<file path="src/rtl/redirection_ctrl_gen.sv">
// EX-stage operand forwarding select generator with load-use stall detection.
// Tracks EX/MEM destination info, registers the select so it lines up with the instruction in EX.
module redirection_ctrl_gen #(
    parameter int REG_W = 5,
    parameter int CNT_W = 16
) (
    input  logic             clk,
    input  logic             rst_n,
    input  logic             id_valid,
    input  logic [REG_W-1:0] id_rs,
    input  logic [REG_W-1:0] id_rt,
    input  logic             id_use_rs,
    input  logic             id_use_rt,
    input  logic             id_wr_en,
    input  logic [REG_W-1:0] id_wr_reg,
    input  logic             id_is_load,
    input  logic             flush,
    output logic [3:0]       redirection_ctrl,
    output logic             stall,
    output logic [CNT_W-1:0] stall_count
);

    typedef struct packed {
        logic             valid;
        logic             wr_en;
        logic [REG_W-1:0] wr_reg;
    } prod_t;

    // The load flag only matters in EX; by MEM the result is already on mem_out.
    prod_t            r_ex_e;
    logic             r_ex_load;
    prod_t            r_mem_e;
    logic [3:0]       r_ctrl;
    logic [CNT_W-1:0] r_stall_cnt;

    logic       w_match_ex_rs, w_match_ex_rt;
    logic       w_match_mem_rs, w_match_mem_rt;
    logic       w_stall;
    logic       w_kill;
    prod_t      w_ex_nxt;
    logic       w_ex_load_nxt;
    logic [3:0] w_ctrl_nxt;

    function automatic logic f_match(input prod_t e, input logic vld, input logic use_src,
                                     input logic [REG_W-1:0] src);
        return vld & use_src & e.valid & e.wr_en & (e.wr_reg == src) & (src != '0);
    endfunction

    assign w_match_ex_rs  = f_match(r_ex_e,  id_valid, id_use_rs, id_rs);
    assign w_match_ex_rt  = f_match(r_ex_e,  id_valid, id_use_rt, id_rt);
    assign w_match_mem_rs = f_match(r_mem_e, id_valid, id_use_rs, id_rs);
    assign w_match_mem_rt = f_match(r_mem_e, id_valid, id_use_rt, id_rt);

    assign w_stall = ~flush & r_ex_load & (w_match_ex_rs | w_match_ex_rt);
    assign w_kill  = flush | w_stall;

    always_comb begin
        w_ex_nxt      = '0;
        w_ex_load_nxt = 1'b0;
        w_ctrl_nxt    = 4'b0000;
        if (!w_kill) begin
            w_ex_nxt.valid  = id_valid;
            w_ex_nxt.wr_en  = id_wr_en;
            w_ex_nxt.wr_reg = id_wr_reg;
            w_ex_load_nxt   = id_is_load;
            // EX match masks MEM match: the youngest producer wins.
            w_ctrl_nxt = {w_match_mem_rt & ~w_match_ex_rt, w_match_ex_rt,
                          w_match_mem_rs & ~w_match_ex_rs, w_match_ex_rs};
        end
    end

    always_ff @(posedge clk or negedge rst_n) begin
        if (!rst_n) begin
            r_ex_e      <= '0;
            r_ex_load   <= 1'b0;
            r_mem_e     <= '0;
            r_ctrl      <= 4'b0000;
            r_stall_cnt <= '0;
        end else begin
            r_mem_e   <= r_ex_e;
            r_ex_e    <= w_ex_nxt;
            r_ex_load <= w_ex_load_nxt;
            r_ctrl    <= w_ctrl_nxt;
            if (w_stall && (r_stall_cnt != {CNT_W{1'b1}}))
                r_stall_cnt <= r_stall_cnt + CNT_W'(1);
        end
    end

    assign redirection_ctrl = r_ctrl;
    assign stall            = w_stall;
    assign stall_count      = r_stall_cnt;

endmodule

</file>
<file path="config.mk">
export PLATFORM = sky130hd
export DESIGN_NAME = redirection_ctrl_gen
export DESIGN_NICKNAME = d
export VERILOG_FILES = /design/src/rtl/redirection_ctrl_gen.sv
export SDC_FILE = /design/constraint.sdc
export NUM_CORES = 1
export LEC_CHECK = 0
export ABC_AREA = 1
export ABC_CLOCK_PERIOD_IN_PS = 1840
export BUFFER_PORTS_ARGS = -buffer_cell sky130_fd_sc_hd__buf_2
export CAP_MARGIN = 20
export CORE_ASPECT_RATIO = 1.5
export CORE_MARGIN = 2
export CORE_UTILIZATION = 40
export DETAILED_ROUTE_END_ITERATION = 8
export PLACE_DENSITY = 0.65
export REMOVE_ABC_BUFFERS = 1
export SLEW_MARGIN = 15
export SYNTH_ARGS = -nofsm -noshare
export SYNTH_HDL_FRONTEND = slang
export SYNTH_SLANG_ARGS = --single-unit
</file>
<file path="constraint.sdc">
create_clock -name clk -period 1.84 [get_ports clk]
set_input_delay 0 -clock clk [delete_from_list [all_inputs] [get_ports clk]]
set_output_delay 0 -clock clk [all_outputs]
set_load 0.005 [all_outputs]
</file>
-- Word-level counts from Yosys, hierarchy flattened
Cells that the tools add are included.
- register bits: 35
- $add $sub $neg: 1
- equal/unequal tests: 5
- multiplexer cells: 3
- bitwise gates (word level): 27
- reductions and logical operators: 3
- operator list (cell ; count):
    1-bit AND ; 22
    5-bit equality test ; 4
    16-bit by 1-bit adder with 16-bit output, second input constant ; 1
    16-bit inequality test, second input constant ; 1
    5-bit nonzero test ; 2
    7-bit 2-to-1 mux ; 1
    4-bit 2-to-1 mux ; 1
    1-bit NOT ; 3
    1-bit bitwise OR ; 2
    1-bit logical AND ; 1
    1-bit 2-to-1 mux ; 1

-- Depth between registers and ports, before layout
Gate-level depths: netlist of run 1.
- depth in word-level cells: 9
- depth in mapped cells: 13

-- Least setup slack after synthesis of run 1
No wires, ideal clock.
- path type: register -> register
- start point: register r_stall_cnt[0] (netlist: stall_count[0])
- end point: register r_stall_cnt[13] (netlist: stall_count[13])
- setup time: 0.117 ns
- data arrival time: 1.324 ns
- setup slack: 0.399 ns
- stages on the path, launching flop included: 12
- path buffers: 0
- period minus slack after synthesis: 1.441 ns
- cells stage by stage: dfrtp_1 -> ha_1 -> nand2_1 -> nor2_1 -> nand2_1 -> nor2_1 -> nand2_1 -> nand2_1 -> nor2_1 -> nand3_1 -> nand2_1 -> nand2_1
- word-level cells in the longest chain between the ends: 2
- ends and longest elaborated chain (element ; line ; source):
    start, declared ; 34 ; logic [CNT_W-1:0] r_stall_cnt;
    start signal, assigned ; 85 ; r_stall_cnt <= r_stall_cnt + CNT_W'(1);
    branches (longest 2 deep; another with 16-bit by 1-bit adder with 16-bit output) ; -- ;
Parallel ways; which one is timed is not known.
A chain may end at the register's enable or synchronous reset.

-- Worst setup path after layout of run 1
- start point: register r_stall_cnt[0] (netlist: stall_count[0])
- end point: register r_stall_cnt[15] (netlist: stall_count[15])
The elaborated chain is that of the path after synthesis.

==> metrics, run 1 <==
flops & latches, synth 35; NetSw 361 uW; Reg2Reg Depth 11; post-DP HPWL 3.77 mm; Startpoint Class flip-flop; total power 1480 uW; final core utilization 49.8%; R2R Path End stall_count[15]$_DFFE_PN0P_; fin crit period 1630 ps; most common cell after layout, fill and taps aside nand2_1; P_int 1120 uW; Sinks on Clock Net 35; leakage 0.00137 uW; multi-input logic area 950 um2; crit end category flip-flop; Peak VDD IR 0.374 mV; root buffer cell clkbuf_8; Post-DRT Antenna Nets 0; CORE AREA 5080 um2; CTS max path bufs 2; Crit path arrival time 1800 ps; Net Sw Frac 24.4%; Die X 62.7 um; Final Max Tran Viols 0; Clk Latency, worst-skew pair 280 ps; critical-path maximum fanout 5; effective utilization at floorplan 40.7%; DRC Markers 0; Distinct cells, synth 24; most frequent cells in the layout 89 x nand2_1, 51 x inv_1, 45 x nor2_1; Fin Clk Skew 1.80 ps; Synth-to-Final Area Change 22.4%; layout cells sized above 1 17.7%; final hold violation count 0; TritonCTS Buffers 5; FMAX 615 MHz; CTS tree built; number of synthesized flops with an enable pin 0; drt first pass iters 4; Clock power frac 35.3%; asr flop ratio synth 100%; Vias/cell 4.72; Filler cells 523; initial detailed-routing violation count 91; largest net degree at the start of global routing 36; critical path launch point stall_count[0]$_DFFE_PN0P_; total track usage 18.3%; Slew @ Worst Pin 761 ps; Max Cap Viol 0; Slew Limit Headroom 49.3%; Antenna Diode Count 0; FF+latch area 876 um2; CTS clk-pin slew, worst paths 70 ps; Die ar. 5780 um2; outcome finished, final reports clean; first-pass GRT wire length 8.48 mm; yosys warns 0; Die H 92.1 um; initial antenna violation count 0; RSZ-0062 raised after global routing no; CP Class reg -> reg; via count 1997; # rows 32; HP Class in -> reg; Comb pwr share 10.7%; Post-Syn Area 2070 um2; placed cell areas 2340 um2; average wire per standard cell 11.4 um; sequential area share after synthesis 42.3%; Max H-tree Level 2; # IOs 44; FF-to-FF setup slack 210 ps; Post-synth top flop dfrtp_1; routability cong. 0.887; final setup fails 0; Final Cycle Share 88.4%; Worst R2R Start stall_count[0]$_DFFE_PN0P_; Power per Cell Area 584 nW/um2; vias in the first global route 1977; Total Wirelength 4.82 mm; IO buf count 43; Worst EP required 2020 ps; syn avg cell area 7.00 um2; final instance area 2530 um2; global route total overflow 0; Final #Nets 378; critical path endpoint stall_count[15]$_DFFE_PN0P_; Flop pwr share 54.0%; cell count after synthesis 296
[cell usage after synthesis (2+ instances only)]
| library cell | instances | area (um2) |
|---|---|---|
| buf_6 | 2 | 22.5 |
| nor2_2 | 3 | 18.8 |
| nand4_1 | 20 | 125 |
| nand3_1 | 20 | 100 |
| dfrtp_1 | 35 | 876 |
| buf_2 | 2 | 10.0 |
| a21oi_1 | 2 | 10.0 |
| inv_1 | 51 | 191 |
| nor2_1 | 46 | 173 |
| xor2_1 | 3 | 26.3 |
| nand2_1 | 90 | 338 |
| xnor2_1 | 9 | 78.8 |
| nor3_1 | 2 | 10.0 |
[sequential cells by signal, indices dropped and copies added, names as in the netlist]
| name | flops |
|---|---|
| r_ex_load | 1 |
| stall_count | 16 |
| r_ex_e | 7 |
| redirection_ctrl | 4 |
| r_mem_e | 7 |
[worst max-delay path, cell delays in order, from the launching register on]
cell and delay (ps):
dfrtp_1 420, ha_1 240, nand2_1 70, nor2_1 50
nand2_1 90, nor2_1 40, nand2_1 130, nand2_1 130
nor2_1 160, nand3_1 80, nand2_1 60, nand2_1 40
[final cells by class]
class	count	area share (%)
well taps	68	3.36
multi-input cells	203	37.5
flip-flops and latches	35	34.6
clock inverters	1	0.198
repair buffers	58	13.8
clock buffers	7	3.01
inverters	51	7.56
[per-layer routing]
layer	track usage, %	wire [um]	vias to the layer above	part of all wire, %
li1	-	-	1026	-
met4	5.74	77	0	1.6
met1	21.0	1950	907	40
met3	3.31	193	8	4.0
met2	34.0	2600	56	54
met5	0	0	-	0
[through the flow]
| step | TNS [ps] | instances | hold slack (ps) | setup slack, ps |
|---|---|---|---|---|
| after detailed placement | 0 | 404 | 127 | 187 |
| after CTS | 0 | 421 | 35.0 | 166 |
| final | 0 | 423 | 57.4 | 214 |
| after floorplan | -2190 | 289 | -296 | -199 |
| after global routing | 0 | 423 | 57.2 | 14.3 |
| after global placement | 0 | 404 | 125 | 219 |
[power by group through the flow]
stage / sequential (uW) / combinational, uW / clock [uW]
CTS: 800 / 160 / 544
finish: 800 / 159 / 522
detailed placement: 814 / 145 / 0
global route: 802 / 184 / 574
global placement: 814 / 144 / 0
floorplan: 812 / 75.2 / 0
[cell families after synthesis]
family                     Yosys count  share of synthesized area (%)
buffers and inverters               58                           12.1
xor gates and xnor gates            12                           5.08
DFF                                 35                           42.3
AOI/OAI and AO/OA                    6                           1.93
and+or+nand+nor                    184                           38.0
adders and majority gates            1                          0.604
[repair_timing]
item,CTS,global route
endpoints found under the hold margin,43,0
buffers inserted,0,2
gates resized for setup,0,1
endpoints found under the setup margin,0,12
hold buffers,9,0
[worst min-delay path by stage]
stage / slack [ps] / from / depth (start not counted) / to
floorplan: -300 / rst_n / 0 / r_ex_e[0]$_DFF_PN0_
global placement: 120 / rst_n / 1 / stall_count[11]$_DFFE_PN0P_
detailed placement: 130 / rst_n / 1 / stall_count[12]$_DFFE_PN0P_
CTS: 30 / flush / 4 / redirection_ctrl[2]$_DFF_PN0_
global route: 60 / flush / 4 / redirection_ctrl[2]$_DFF_PN0_
finish: 60 / flush / 4 / redirection_ctrl[2]$_DFF_PN0_
No activity file was read; power rests on OpenSTA's default activity.
==> inputs of run 2 (changes only) <==
Settings changed: ABC_CLOCK_PERIOD_IN_PS 1840 to 1500.
Clock period 1.84 ns to 1.5 ns, I/O delays scaled along.
==> metrics, run 2 (synthesized netlist as in run 1, its figures left out) <==
total power 1890 uW (+27%); CTS tree built; P_int 1430 uW (+28%); initial antenna violation count 0 (unchanged); Die X 62.7 um (unchanged); Filler cells 525 (+0.38%); Startpoint Class flip-flop; IO buf count 43 (unchanged); DRC Markers 0 (unchanged); initial detailed-routing violation count 82 (-9.9%); NetSw 458 uW (+27%); CP Class reg -> out; fin crit period 1600 ps; Comb pwr share 12.1% (+1.4 points); met1 usage 21.1% (+0.13 points); GR Util met3 3.07% (-0.25 points); multi-input logic area 1040 um2 (+9.5%); outcome finished with violations; Vias/cell 4.79 (+1.4%); global route total overflow 0 (unchanged); final setup fails 17 (+17); first-pass GRT wire length 9.02 mm (+6.3%); Max Cap Viol 0 (unchanged); HP Class in -> reg; Synth-to-Final Area Change 38.5%; largest net degree at the start of global routing 36 (unchanged); Fin Clk Skew 5.18 ps (+3.39 ps); Post-DRT Antenna Nets 0 (unchanged); Peak VDD IR 0.627 mV (+68%); drt first pass iters 4 (unchanged); TritonCTS Buffers 5 (unchanged); Final Cycle Share 107%; Final #Nets 401 (+6.1%); Final Max Tran Viols 0 (unchanged); # rows 32 (unchanged); failing checks negative setup slack; RSZ-0062 raised after global routing yes; via count 2131 (+6.7%); Die H 92.1 um (unchanged); Flop pwr share 51.9% (-2.1 points); CTS max path bufs 2 (unchanged); Crit path arrival time 1600 ps (-200 ps); most common cell after layout, fill and taps aside nand2_1; Max H-tree Level 2 (unchanged); CORE AREA 5080 um2 (unchanged); total track usage 19.3% (+0.98 points); Net Sw Frac 24.2% (-0.15 points); Power per Cell Area 658 nW/um2 (+13%); Sinks on Clock Net 35 (unchanged); final hold violation count 0 (unchanged); Die ar. 5780 um2 (unchanged); post-DP HPWL 3.94 mm (+4.4%); Slew Limit Headroom 69.8% (+21 points); most frequent cells in the layout 83 x nand2_1, 48 x inv_1, 43 x buf_2; routability cong. 0.856 (-3.5%); Worst EP required 1500 ps (-520 ps); average wire per standard cell 12.0 um (+5.2%); layout cells sized above 1 29.7% (+12 points); Largest register FFs 16 (unchanged); Top Usage Layer GRT met2; effective utilization at floorplan 40.7% (unchanged); Antenna Diode Count 0 (unchanged); leakage 0.00150 uW (+9.7%); Setup WS pre-CTS -30.9 ps (-218 ps); # IOs 44 (unchanged); vias in the first global route 2177 (+10%); FMAX 626 MHz; critical-path maximum fanout 4 (-1); CTS clk-pin slew, worst paths 70 ps (about the same); Slew @ Worst Pin 453 ps (-308 ps); Clk Latency, worst-skew pair 280 ps (about the same); FF+latch area 876 um2 (unchanged); Clock power frac 36.0% (+0.7 points); met2 Use GR 37.2% (+3.2 points); final setup margin -98.3 ps (-312 ps); root buffer cell clkbuf_8; crit end category primary output; Total Wirelength 5.33 mm (+11%)
==> run 2: changes by cell type in the layout (fill, tap and decap cells not counted), moves of 6 or more <==
cell     delta
buf_4      +16
nor2_1      -8
nand3_1     -7
nand2_1     -6
nand2_2     +6
nand3_2     +6
nor2_2      +6
==> run 2: final timing paths <==
kind / start / endpoint / slack, ps / depth (start not counted)
worst max-delay path: r_ex_e[2]$_DFF_PN0_ / stall / -100 / 9
worst min-delay path: flush / redirection_ctrl[2]$_DFF_PN0_ / 60 / 4
max in group asynchronous: rst_n / r_mem_e[0]$_DFF_PN0_ / 890 / 3
min in group asynchronous: rst_n / stall_count[12]$_DFFE_PN0P_ / 280 / 3
worst max register to register: r_ex_e[2]$_DFF_PN0_ / stall_count[13]$_DFFE_PN0P_ / -80 / 10
worst min register to register: r_ex_e[5]$_DFF_PN0_ / r_mem_e[5]$_DFF_PN0_ / 370 / 0
==> run 2: cell type report <==
class | instances | area share, %
inverters | 51 | 6.67
flip-flops and latches | 35 | 30.5
well taps | 68 | 2.97
multi-input cells | 203 | 36.2
clock inverters | 1 | 0.174
clock buffers | 6 | 2.88
repair buffers | 81 | 20.5
==> run 2: critical path, stage by stage, from the launching register on <==
cell	delay [ps]
dfrtp_1	410
xnor2_1	200
nand2_2	110
nor2_4	120
nand2_1	80
nand2_2	90
nand2_2	60
buf_6	130
inv_2	30
buf_2	90
==> run 2: stage by stage <==
step	TNS [ps]	hold WS, ps	cell area, um2	std cells	utilization (%)
finish	-1030	56.6	2870	445	56.4
global route	-3750	62.0	2870	445	56.4
CTS	-1050	40.4	2740	442	53.9
detailed placement	-439	63.1	2520	423	49.7
global placement	-374	62.6	2520	423	49.7
floorplan	-10190	-296	2010	289	-
==> run 2: timing repair <==
action / CTS / global route
resized for setup: 6 / 26
pin swaps: 4 / 10
setup buffers: 3 / 2
setup endpoints to repair: 29 / 29
hold endpoints to repair: 43 / 0
cloned: 0 / 1
hold buffers: 9 / 0
==> run 2: routing by layer <==
metal / part of all wire [%] / vias up
met1: 40 / 1011
met2: 55 / 39
met4: 2.0 / 0
met3: 2.6 / 10
met5: 0 / -
li1: - / 1071
==> run 2: power groups by stage <==
stage	logic, uW	registers (uW)	clock network [uW]
floorplan	92.2	995	0
global placement	191	997	0
detailed placement	194	998	0
CTS	218	980	702
global route	259	983	743
finish	228	981	679
==> inputs of run 3 (changes only) <==
Settings changed: MAX_ROUTING_LAYER set to met4, SETUP_SLACK_MARGIN set to 0.3.
==> metrics, run 3 (synthesized netlist as in run 1, its figures left out) <==
outcome finished with violations; failing checks negative setup slack; CORE AREA 5080 um2 (unchanged); Final Cycle Share 108% (+1.4 points); Max Cap Viol 0 (unchanged); DRC Markers 0 (unchanged); Setup WS pre-CTS -30.9 ps (unchanged); leakage 0.00149 uW (-0.68%); placed cell areas 2520 um2 (unchanged); Worst EP required 1500 ps (about the same); Vias/cell 4.82 (+0.70%); fin crit period 1620 ps (+20.5 ps); Slew Limit Headroom 70.0% (+0.26 points); most frequent cells in the layout 84 x nand2_1, 48 x inv_1, 43 x buf_2; final core utilization 55.1% (-1.3 points); most common cell after layout, fill and taps aside nand2_1; Sinks on Clock Net 35 (unchanged); Total Wirelength 5.14 mm (-3.6%); Clk Latency, worst-skew pair 280 ps (about the same); root buffer cell clkbuf_8; layout cells sized above 1 27.1% (-2.6 points); final setup fails 28 (+11); Clock power frac 36.0% (about the same); Largest register FFs 16 (unchanged); Comb pwr share 11.9% (-0.2 points); RSZ-0062 raised after global routing yes; CTS clk-pin slew, worst paths 70 ps (about the same); final instance area 2800 um2 (-2.4%); largest net degree at the start of global routing 36 (unchanged); final hold violation count 0 (unchanged); Net Sw Frac 24.0% (-0.22 points); effective utilization at floorplan 40.7% (unchanged); multi-input logic area 997 um2 (-4.1%); initial detailed-routing violation count 64 (-22%); post-DP HPWL 3.94 mm (unchanged); Max H-tree Level 2 (unchanged); drt first pass iters 4 (unchanged); vias in the first global route 2181 (+0.18%); crit end category primary output; TritonCTS Buffers 5 (unchanged); CTS max path bufs 2 (unchanged); Final Max Tran Viols 0 (unchanged); average wire per standard cell 11.6 um (-3.4%); first-pass GRT wire length 9.16 mm (+1.5%); Final #Nets 400 (-0.25%); Peak VDD IR 0.635 mV (+1.2%); FMAX 618 MHz (-1.3%); Slew @ Worst Pin 449 ps (-3.83 ps); Worst path max stage delay 420 ps (about the same); CTS tree built; NetSw 452 uW (-1.2%); Die ar. 5780 um2 (unchanged); IO buf count 43 (unchanged); # IOs 44 (unchanged); Synth-to-Final Area Change 35.3%; Antenna Diode Count 0 (unchanged); HP Class in -> reg; routability cong. 0.870 (+1.6%); Startpoint Class flip-flop; Power per Cell Area 672 nW/um2 (+2.1%); met2 wire len 2.86 mm (-3.1%); worst-path cell chain xnor2_1, nand2_1, nor2_2, nand2_1, nand2_2, nand2_2, buf_6, inv_2, buf_2; Crit path arrival time 1620 ps (+20 ps); critical-path maximum fanout 4 (unchanged); slowest CP cell dfrtp_1; met3 wire len 152 um (+8.6%); total power 1880 uW (-0.34%); Die X 62.7 um (unchanged); # rows 32 (unchanged); total track usage 20.1% (+0.86 points); Die H 92.1 um (unchanged); Filler cells 536 (+2.1%); via count 2141 (+0.47%); Flop pwr share 52.1% (+0.2 points); Top Layer Used met4; P_int 1430 uW (about the same); global route total overflow 0 (unchanged); initial antenna violation count 0 (unchanged); Post-DRT Antenna Nets 0 (unchanged); Fin Clk Skew 3.65 ps (-1.54 ps); met1 wire length 1.99 mm (-6.5%); final setup margin -119 ps (-20.5 ps); CP Class reg -> out; FF+latch area 876 um2 (unchanged)
==> run 3: timing repair <==
| item | CTS | global route |
|---|---|---|
| hold buffers | 9 | 0 |
| hold endpoints to repair | 43 | 0 |
| cloned | 0 | 0 |
| pin swaps | 5 | 8 |
| setup buffers | 4 | 1 |
| resized for setup | 12 | 11 |
| endpoints found under the setup margin | 29 | 29 |
==> run 3: worst max-delay path: cells and delay by family (launching register included) <==
| family | cells | cell delay, ps |
|---|---|---|
| xor+xnor | 1 | 180 |
| flops | 1 | 420 |
| buf+inv | 3 | 260 |
| simple gates | 5 | 480 |
==> run 3: power groups by stage <==
| stage | clock [uW] | combinational (uW) | sequential [uW] |
|---|---|---|---|
| after global placement | 0 | 191 | 997 |
| after global routing | 743 | 255 | 983 |
| after detailed placement | 0 | 194 | 998 |
| after floorplan | 0 | 92.2 | 995 |
| after CTS | 702 | 221 | 980 |
| final | 677 | 224 | 981 |
==> run 3: area by class of cell <==
type                            instances  share of cell area, %
Multi-Input combinational cell        203                   35.6
Sequential cell                        35                   31.3
Timing Repair Buffer                   80                   20.1
Inverter                               51                   6.83
Tap cell                               68                   3.04
Clock buffer                            6                   2.95
Clock inverter                          1                  0.179
==> run 3: per-layer routing <==
layer,up-vias,track usage [%]
li1,1070,-
met1,1011,21.6
met2,48,37.7
met3,12,3.07
met4,0,6.11
met5,-,-
==> run 3: path summary, 6_finish.rpt <==
path / start / end / slack [ps] / cells after the start
min: flush / redirection_ctrl[2]$_DFF_PN0_ / 80 / 4
max: r_ex_e[0]$_DFF_PN0_ / stall / -120 / 9
max reg2reg: r_ex_e[0]$_DFF_PN0_ / stall_count[1]$_DFFE_PN0P_ / -90 / 10
min reg2reg: r_ex_e[5]$_DFF_PN0_ / r_mem_e[5]$_DFF_PN0_ / 370 / 0
max in group asynchronous: rst_n / redirection_ctrl[2]$_DFF_PN0_ / 900 / 3
min in group asynchronous: rst_n / stall_count[12]$_DFFE_PN0P_ / 280 / 3
==> run 3: stage by stage <==
stage	hold WS, ps	setup TNS (ps)	instances
5_1_grt	95.8	-5060	444
2_1_floorplan	-296	-10190	289
6_report	75.5	-1810	444
3_3_place_gp	62.6	-374	423
4_1_cts	69.5	-1320	443
3_5_place_dp	63.1	-439	423
